==> config.mk <==
export PLATFORM = sky130hd
export DESIGN_NAME = sat_counter
export DESIGN_NICKNAME = d
export VERILOG_FILES = /design/src/rtl/count_seq_checker_sat_counter.sv
export SDC_FILE = /design/constraint.sdc
export NUM_CORES = 1
export LEC_CHECK = 0
export BUFFER_PORTS_ARGS = -buffer_cell sky130_fd_sc_hd__buf_2
export CAP_MARGIN = 0
export CORE_AREA = 10 10 47 49
export DETAILED_ROUTE_END_ITERATION = 12
export DIE_AREA = 0 0 57 59
export PLACE_DENSITY = 0.58
export SYNTH_ARGS = -nofsm -noshare
export SYNTH_HDL_FRONTEND = slang
export SYNTH_SLANG_ARGS = --single-unit
==> constraint.sdc <==
create_clock -name clk -period 2.16 [get_ports clk]
set_input_delay 0.216 -clock clk [delete_from_list [all_inputs] [get_ports clk]]
set_output_delay 0.216 -clock clk [all_outputs]
set_load 0.02 [all_outputs]
==> src/rtl/count_seq_checker_sat_counter.sv <==
`default_nettype none
// +--------------------------------------------------------------------+
// | sat_counter : enable-driven counter that holds at all-ones         |
// | Rev 1.0                                                            |
// +--------------------------------------------------------------------+
module sat_counter #(
    parameter int ECW = 8
) (
    input  wire logic           clk,
    input  wire logic           rst,
    input  wire logic           clear,
    input  wire logic           inc,
    output logic [ECW-1:0]      count
);

    always_ff @(posedge clk or posedge rst) begin
        if (rst) begin
            count <= '0;
        end else if (clear) begin
            count <= '0;
        end else if (inc && (count != {ECW{1'b1}})) begin
            count <= count + 1'b1;
        end
    end

endmodule
`default_nettype wire

Yosys cells after proc, flatten, opt, wreduce, memory -nomap -nowiden
Index checks and enable logic that the tools add are counted.

Bits in registers: 8. Word-level logic and storage cells: 7. Output and inout bits: 8. Input bits: 4.

Equality and inequality tests: 1. Reduce and logical (&&, ||, !) cells: 2. $add $sub $neg: 1. Muxes and demuxes: 2.

Operators with widths (number): 2-to-1 mux 8 bit (2); adder 8 x 1 -> 8 bit (second input constant) (1); inequality test 8 bit (second input constant) (1); nonzero test 2 bit (1); logical AND 1 bit (1).

Logic depth before layout (Yosys ltp)
Gate-level depths: netlist of run 1.

Word-level depth: 4. Gate-level depth with buffers: 4. Gate-level depth less buffers: 4.

Worst setup path before layout of run 1
No wires, ideal clock.

Kind: register to register. Start point: register count[0]. End point: register count[5]. Setup slack: 514 ps. Cell stages (with the launch flop): 5. Arrival time: 1521 ps. Setup time: 125 ps. Path buffers: 0. Clock period less this slack: 1646 ps. Data required time: 2035 ps. Cell sequence: dfrtp_1 > ha_1 > and3_1 > a211oi_2 > mux2_4.

Cells in the longest elaborated chain, start to end: 3. Elaborated cells on any way between the ends: 6. Those cells by class: 1 x add/sub; 1 x eq/ne; 2 x mux; 2 x reduce/logical.

RTL lines: start, declared (RTL line 13) `output logic [ECW-1:0] count`; start signal, assigned (RTL line 22) `count <= count + 1'b1;`; adder 8 x 1 -> 8 bit / inequality test 8 bit (equally long branches) (RTL line 22, 21); 2-to-1 mux 8 bit / logical AND 1 bit (equally long branches) (RTL line 21) `end else if (inc && (count != {ECW{1'b1}})) begin`; 2-to-1 mux 8 bit / nonzero test 2 bit (equally long branches).

Several ways; a longest one is shown, not always the timed one. The select of a mux whose other input is x is not followed. A chain may end at the register's enable or synchronous reset.

Worst setup path in the final report of run 1
Same ends and word-level chain as after synthesis.

==> flow_summary.yaml, run 1 <==
grt:
  grt_pass1_vias: 405
  overflow: 0
  grt_antenna_before_repair: 0
  grt_max_degree: 11
  grt_pass1_wl_um: 1880
  grt_use_total_pct: 7.16
finish:
  fillers: 146
  reg_top3: "count: 8 flops"
  top_register: "count"
  final_cell_area_um2: 597
  final_cell_count_no_fill: 78
  post-route-util_pct: 42.6
  antennaDiodeCount: 0
  drive_gt1_share_pct: 35.5
  synthToLayoutAreaGrowth_pct: 18.4
  largest_reg_flops: 8
  nets: 69
drt:
  drtPass1Iterations: 4
  ant_nets: 0
  num_vias: 410
  drtIter0Drc: 7
  drcViolationCount: 0
  routedWlPerCell_um: 13.3
  viasPerCell: 5.26
  drt-total-wl_um: 1030
worst_setup_path:
  r2r_setup_slack_ns: 0.52
  reg2reg_depth: 4
  critPathArrivalTime_ns: 1.78
  path_max_fanout: 5
  crit_path_start_kind: "flip-flop"
  timing.rr.end: "count[5]$_DFFE_PP0P_"
  path_class: "reg -> reg"
  required_ns: 2.30
  r2r-start: "count[0]$_DFFE_PP0P_"
  endpoint_kind: "flip-flop"
cts:
  cts_tree: "done"
  cts_sinks: 8
  cts-htree-levels: 1
  clk_latency_ns: 0.26
  cts-root-buf: "clkbuf_4"
  numCtsBuffers: 3
  cts_buffer_depth: 2
  cts.clk_slew.worst_paths_ns: 0.05
placed_design:
  dp_cells: 74
  place_congestion: 0.784
  place_worst_setup_slack_ns: 0.535
  post_dp_cell_area_um2: 564
  io_buffers: 11
floorplanning:
  core-area_um2: 1400
  num_io_pins: 12
  row_count: 14
  die_w_um: 57
  dieArea_um2: 3360
  start_util_pct: 36.0
  fp.dieH_um: 59
logic_synthesis:
  synthesis.area_um2: 504
  synth_cells: 49
  synth_top_cell_by_area: "dfrtp_1"
  synth.area.top_cells: "dfrtp_1, mux2_4, nor2b_1"
  synth_seq_area_share_pct: 39.7
  synth_flop_cell: "dfrtp_1"
  yosysWarnings: 0
  synth_top_area_share_pct: 39.7
  synthTopCellsByCount: "dfrtp_1, mux2_4, nand2_1, nor2_1, nor2b_1"
  synth_most_common_cell: "dfrtp_1"
  synth.net_count: 54
  ys_seq_elements: 8
  syn_area_per_cell_um2: 10.3
  yosysUniqueCellTypes: 25
  async_reset_ff_share_pct: 100
  synth_edf_count: 0
sta:
  hold_viol: 0
  timing.final.crit_period_ns: 1.64
  slew_violations: 0
  setup_ws_ns: 0.522
  worst_pin_slew_ns: 0.320
  setup_violations: 0
  slew_headroom_pct: 78.7
  period_share_pct: 75.8
  fin_worst_skew_ns: 0.00335
  fmax_ghz: 0.611
  fin_setup_tns_ns: 0
  rsz0062_at_grt: "false"
worst_hold_path:
  min_path_cells: 2
  holdCritStartpoint: "clear"
  hold_path_end: "count[2]$_DFFE_PP0P_"
  hold_class: "in -> reg"
power_and_ir_drop:
  p_per_area_nw_per_um2: 515
  ir_drop_v: 0.000316
  leakage_nw: 0.307
run_status:
  status: "complete, no violations"
run:
  cap_viol_max_count: 0
[cells by family (layout without fill, tap and decap cells)]
logic type      after synthesis  after routing  synth area share, %
compound gates                9              9                 15.6
fa+ha+maj                     1              1                 2.48
buf+inv                       4             17                 4.47
flops                         8              8                 39.7
mux                           5              5                 13.9
simple gates                 22             22                 23.8
[where the power goes]
part | total, mW | switching, mW | internal (mW) | leakage, nW
sequential | 0.158 | 0.00432 | 0.154 | 0.110
combinational | 0.0334 | 0.0195 | 0.0139 | 0.183
clock | 0.116 | 0.0521 | 0.0637 | 0.0138
[through the flow]
step                      total power, mW  hold slack (ns)
after floorplan                     0.182           0.0317
after global placement              0.193            0.192
after detailed placement            0.193            0.183
after CTS                           0.312            0.270
after global routing                0.328            0.281
final                               0.307            0.271
[worst max-delay path, cell delays in order, from the launching register on]
cell	delay, ns
dfrtp_1	0.42
ha_1	0.27
and3_1	0.25
a211oi_2	0.26
mux2_4	0.32
[routing by layer]
metal | global-route usage (%) | up-vias | part of all wire (%)
met5 | 0 | - | 0
met4 | 3.02 | 0 | 0.87
met3 | 4.08 | 2 | 6.5
met2 | 11.8 | 9 | 49
met1 | 7.33 | 198 | 43
li1 | - | 201 | -
[repair_timing]
item | in CTS | in global routing
gates resized for setup | 0 | 0
endpoints found under the hold margin | 8 | 0
hold buffers | 1 | 0
setup buffers | 0 | 0
[placed cells by master, fill, tap and decap left out]
| master | count |
|---|---|
| o21bai_1 | 1 |
| nand2b_1 | 1 |
| buf_2 | 11 |
| nand2_1 | 4 |
| a21boi_2 | 1 |
| a21oi_2 | 2 |
| nor3_1 | 1 |
| and2b_1 | 1 |
| a21oi_1 | 2 |
| nand3_1 | 2 |
| nand4_1 | 2 |
| inv_1 | 2 |
| o311a_1 | 1 |
| a211oi_2 | 1 |
| dfrtp_1 | 8 |
| mux2_4 | 4 |
| and3_1 | 1 |
| dlygate4sd3_1 | 1 |
| and4_1 | 1 |
| mux2i_1 | 1 |
| ha_1 | 1 |
| nand4b_1 | 1 |
| nor2b_1 | 4 |
| o211a_1 | 1 |
| clkbuf_4 | 3 |
| nor2_1 | 4 |
[layout make-up]
class | instances | area (um2) | share of cell area, %
Timing Repair Buffer | 12 | 65.1 | 10.9
Sequential cell | 8 | 200 | 33.5
Inverter | 2 | 7.51 | 1.26
Tap cell | 16 | 20.0 | 3.35
Clock buffer | 3 | 22.5 | 3.77
Multi-Input combinational cell | 37 | 282 | 47.2
[how the worst max path moves through the flow]
stage | endpoint | startpoint | depth (start not counted) | slack (ns)
after global routing | count[5]$_DFFE_PP0P_ | count[0]$_DFFE_PP0P_ | 4 | 0.43
after global placement | count[5]$_DFFE_PP0P_ | count[0]$_DFFE_PP0P_ | 4 | 0.59
after CTS | count[5]$_DFFE_PP0P_ | count[0]$_DFFE_PP0P_ | 4 | 0.51
final | count[5]$_DFFE_PP0P_ | count[0]$_DFFE_PP0P_ | 4 | 0.52
after detailed placement | count[5]$_DFFE_PP0P_ | count[0]$_DFFE_PP0P_ | 4 | 0.54
after floorplan | count[5]$_DFFE_PP0P_ | count[0]$_DFFE_PP0P_ | 4 | 0.51
(Power assumes the default switching activity.)
==> run 2: changes to the inputs <==
==> constraint.sdc (replaced) <==
create_clock -name clk -period 1.7 [get_ports clk]
set_input_delay 0.17 -clock clk [delete_from_list [all_inputs] [get_ports clk]]
set_output_delay 0.17 -clock clk [all_outputs]
set_load 0.02 [all_outputs]
==> flow_summary.yaml, run 2 (synthesized netlist as in run 1, its figures left out) <==
run_status:
  status: "complete, no violations"
power_and_ir_drop:
  p_comb_share_pct: 10.9
  seqPwrFrac_pct: 50.0
  p_per_area_nw_per_um2: 663
  leakage_nw: 0.312
  p_int_mw: 0.295
  clkPwrFrac_pct: 39.1
  swShare_pct: 26.5
  ir_drop_v: 0.000357
  netSwitchingPower_mw: 0.106
grt:
  grt_max_degree: 11
  overflow: 0
  grt_antenna_before_repair: 0
  grt_pass1_wl_um: 1870
  grt_use_total_pct: 7.12
  grt_pass1_vias: 401
finish:
  final_cell_mix: "buf_2, dfrtp_1"
  synthToLayoutAreaGrowth_pct: 19.9
  final_cell_count_no_fill: 79
  final_common_cell: "buf_2"
  final_cell_area_um2: 604
  reg_top3: "count: 8 flops"
  layout.area.seq_um2: 200
  nets: 70
  multiInputGateArea_um2: 282
  drive_gt1_share_pct: 36.5
  top_register: "count"
  largest_reg_flops: 8
  antennaDiodeCount: 0
  fillers: 147
placed_design:
  post_dp_cell_area_um2: 572
  io_buffers: 11
  dp_cells: 75
  place_congestion: 0.799
  place_worst_setup_slack_ns: 0.0840
sta:
  worst_pin_slew_ns: 0.329
  fin_worst_skew_ns: 0.00425
  fmax_ghz: 0.615
  slew_violations: 0
  setup_violations: 0
  hold_viol: 0
  rsz0062_at_grt: "false"
  setup_ws_ns: 0.0745
  slew_headroom_pct: 78.0
  timing.final.crit_period_ns: 1.63
  fin_setup_tns_ns: 0
  period_share_pct: 95.6
floorplanning:
  die_w_um: 57
  row_count: 14
  core-area_um2: 1400
  start_util_pct: 36.0
  dieArea_um2: 3360
  fp.dieH_um: 59
  num_io_pins: 12
drt:
  ant_nets: 0
  drcViolationCount: 0
  num_vias: 431
  viasPerCell: 5.46
  drt-total-wl_um: 1150
  drtIter0Drc: 9
  drtPass1Iterations: 4
  routedWlPerCell_um: 14.5
worst_setup_path:
  endpoint_kind: "flip-flop"
  critPathArrivalTime_ns: 1.78
  required_ns: 1.85
  path_max_fanout: 5
  path_class: "reg -> reg"
  crit_path_start_kind: "flip-flop"
cts:
  numCtsBuffers: 3
  cts_setup_buffers: 0
  cts.repair.resized: 0
  cts-htree-levels: 1
  cts-root-buf: "clkbuf_4"
  cts.clk_slew.worst_paths_ns: 0.06
  cts_buffer_depth: 2
  clk_latency_ns: 0.26
  cts_tree: "done"
  cts_sinks: 8
run:
  cap_viol_max_count: 0
worst_hold_path:
  hold_class: "in -> reg"
## run 2: power by group through the flow
stage | Combinational, mW | Clock (mW) | Sequential [mW]
final | 0.0437 | 0.157 | 0.200
after global routing | 0.0496 | 0.168 | 0.201
after global placement | 0.0423 | 0 | 0.203
after detailed placement | 0.0434 | 0 | 0.204
after CTS | 0.0453 | 0.159 | 0.200
after floorplan | 0.0224 | 0 | 0.209
## run 2: layout make-up
type	instances	share of cell area [%]
multi-input combinational	37	46.6
sequential	8	33.1
timing repair buffer	13	12.0
clock buffer	3	3.73
tap	16	3.31
inverter	2	1.24
## run 2: per-layer routing
layer	wire, um	global-route usage (%)	vias to the layer above
li1	-	-	205
met2	580	10.5	6
met5	0	0	-
met1	494	7.83	218
met4	8	4.70	0
met3	64	3.65	2
## run 2: per-stage QoR
| step | utilization [%] | hold slack (ns) | total power [mW] |
|---|---|---|---|
| floorplan | - | -0.0143 | 0.231 |
| global placement | 40.8 | 0.144 | 0.246 |
| detailed placement | 40.8 | 0.151 | 0.247 |
| CTS | 43.1 | 0.221 | 0.405 |
| global route | 43.1 | 0.243 | 0.418 |
| finish | 43.1 | 0.219 | 0.401 |
## run 2: path summary, 6_finish.rpt
kind / start / to / slack [ns] / cells after the start
worst min-delay path: clear / count[2]$_DFFE_PP0P_ / 0.22 / 2
worst max-delay path: count[0]$_DFFE_PP0P_ / count[5]$_DFFE_PP0P_ / 0.07 / 4
worst min register to register: count[1]$_DFFE_PP0P_ / count[1]$_DFFE_PP0P_ / 0.57 / 2
min in group asynchronous: rst / count[5]$_DFFE_PP0P_ / 0.39 / 3
worst max register to register: count[0]$_DFFE_PP0P_ / count[5]$_DFFE_PP0P_ / 0.07 / 4
max in group asynchronous: rst / count[1]$_DFFE_PP0P_ / 1.06 / 3
## run 2: worst max-delay path, cell delays in order, from the launching register on
cell and delay, ns:
dfrtp_1 0.41, ha_1 0.27, and3_1 0.25, a211oi_2 0.27, mux2_4 0.32
## run 2: timing repair
action / in CTS / in global routing
endpoints found under the hold margin: 8 / 0
endpoints found under the setup margin: 0 / 0
hold buffers: 1 / 0
==> run 3: changes to the inputs <==
--- a/config.mk
+++ b/config.mk
@@ -10,6 +10,7 @@
 export CORE_AREA = 10 10 47 49
 export DETAILED_ROUTE_END_ITERATION = 12
 export DIE_AREA = 0 0 57 59
+export GPL_TIMING_DRIVEN = 0
 export PLACE_DENSITY = 0.58
 export SYNTH_ARGS = -nofsm -noshare
 export SYNTH_HDL_FRONTEND = slang
==> flow_summary.yaml, run 3 (synthesized netlist as in run 1, its figures left out) <==
run_status:
  status: "complete, no violations"
power_and_ir_drop:
  leakage_nw: 0.310
  p_per_area_nw_per_um2: 645
  swShare_pct: 24.9
  ir_drop_v: 0.000324
  netSwitchingPower_mw: 0.0975
  clkPwrFrac_pct: 37.7
  seqPwrFrac_pct: 51.4
  p_comb_share_pct: 10.9
  p_int_mw: 0.294
cts:
  numCtsBuffers: 3
  cts_buffer_depth: 2
  cts_tree: "done"
  cts.repair.resized: 0
  cts_sinks: 8
  cts-htree-levels: 1
  cts.clk_slew.worst_paths_ns: 0.06
  cts-root-buf: "clkbuf_4"
  clk_latency_ns: 0.26
  cts_setup_buffers: 0
worst_setup_path:
  path_class: "reg -> reg"
  crit_path_start_kind: "flip-flop"
  critPathMaxStageDelay_ns: 0.42
  path_buf_inv: 0
  endpoint_kind: "flip-flop"
  required_ns: 1.85
  crit_path_top_delay_cell: "dfrtp_1"
  critPathArrivalTime_ns: 1.75
  cp_top_family: "flip-flops"
  path_max_fanout: 5
  crit_chain: "ha_1 > and3_1 > a211oi_2 > mux2_4"
grt:
  grt_pass1_wl_um: 1880
  grt_use_total_pct: 7.17
  grt_pass1_vias: 421
  grt_max_degree: 11
  overflow: 0
  grt_antenna_before_repair: 0
drt:
  viasPerCell: 5.24
  num_vias: 414
  drtIter0Drc: 4
  drt-total-wl_um: 1080
  ant_nets: 0
  drcViolationCount: 0
  drtPass1Iterations: 4
  routedWlPerCell_um: 13.6
sta:
  timing.final.crit_period_ns: 1.60
  slew_headroom_pct: 72.5
  setup_ws_ns: 0.0988
  fin_worst_skew_ns: 0.00699
  worst_pin_slew_ns: 0.412
  hold_viol: 0
  period_share_pct: 94.2
  rsz0062_at_grt: "false"
  slew_violations: 0
  whs_ns: 0.272
  fin_setup_tns_ns: 0
  setup_violations: 0
  fmax_ghz: 0.625
finish:
  synthToLayoutAreaGrowth_pct: 20.3
  top_register: "count"
  largest_reg_flops: 8
  final_cell_mix: "buf_2, dfrtp_1"
  drive_gt1_share_pct: 34.9
  reg_top3: "count: 8 flops"
  final_cell_area_um2: 607
  antennaDiodeCount: 0
  final_common_cell: "buf_2"
  nets: 70
placed_design:
  post_dp_cell_area_um2: 574
  place_worst_setup_slack_ns: 0.0782
  place_congestion: 0.699
  hpwl_um: 817
  io_buffers: 10
floorplanning:
  fp.dieH_um: 59
  core-area_um2: 1400
  row_count: 14
  dieArea_um2: 3360
  num_io_pins: 12
  die_w_um: 57
  start_util_pct: 36.0
run:
  cap_viol_max_count: 0
worst_hold_path:
  hold_class: "in -> reg"
## run 3: cell types whose count changed in the layout (fill, tap and decap cells not counted)
cell / previous run / this run
buf_2: 11 / 10
clkbuf_1: 0 / 1
buf_4: 1 / 0
buf_6: 0 / 1
## run 3: final timing paths
kind | slack (ns) | cells after the start | from | to
worst max-delay path | 0.1 | 4 | count[0]$_DFFE_PP0P_ | count[5]$_DFFE_PP0P_
worst min register to register | 0.58 | 2 | count[1]$_DFFE_PP0P_ | count[1]$_DFFE_PP0P_
worst min-delay path | 0.27 | 3 | inc | count[2]$_DFFE_PP0P_
worst max register to register | 0.1 | 4 | count[0]$_DFFE_PP0P_ | count[5]$_DFFE_PP0P_
min in group asynchronous | 0.41 | 3 | rst | count[0]$_DFFE_PP0P_
max in group asynchronous | 1.04 | 3 | rst | count[7]$_DFFE_PP0P_
## run 3: what timing repair did
item,in CTS,in global routing
hold endpoints to repair,8,0
hold buffers,1,0
setup endpoints to repair,0,1
## run 3: routing by layer
layer / up-vias / wire length, um / GRT usage, %
met5: - / 0 / 0
met4: 0 / 0 / 2.01
met3: 0 / 94 / 5.36
met2: 7 / 547 / 12.7
met1: 201 / 434 / 6.28
li1: 206 / - / -
## run 3: per-stage QoR
stage	power, mW	utilization [%]	cells
after floorplan	0.231	-	49
after global placement	0.244	41.0	75
after detailed placement	0.246	41.0	75
after CTS	0.401	43.3	79
after global routing	0.417	43.3	79
final	0.391	43.3	79
## run 3: power by group through the flow
stage          clock, mW  sequential, mW  combinational (mW)
2_1_floorplan          0           0.209              0.0224
3_3_place_gp           0           0.203              0.0407
3_5_place_dp           0           0.204              0.0424
4_1_cts            0.156           0.201              0.0442
5_1_grt            0.167           0.202              0.0484
6_report           0.147           0.201              0.0429
## run 3: area by class of cell
class	count	area (um2)
Fill cell	154	795
Multi-Input combinational cell	37	282
Sequential cell	8	200
Timing Repair Buffer	11	60.1
Clock buffer	3	22.5
Tap cell	16	20.0
Buffer	2	15.0
Inverter	2	7.51
## run 3: worst reg2reg max path: cells and delay by family, from the launching register on
family	cells	cell delay (ns)
flip-flops	1	0.42
multiplexers	1	0.32
adder cells (fa/ha/maj)	1	0.27
AND/OR/NAND/NOR	1	0.25
AO/OA/AOI/OAI	1	0.23
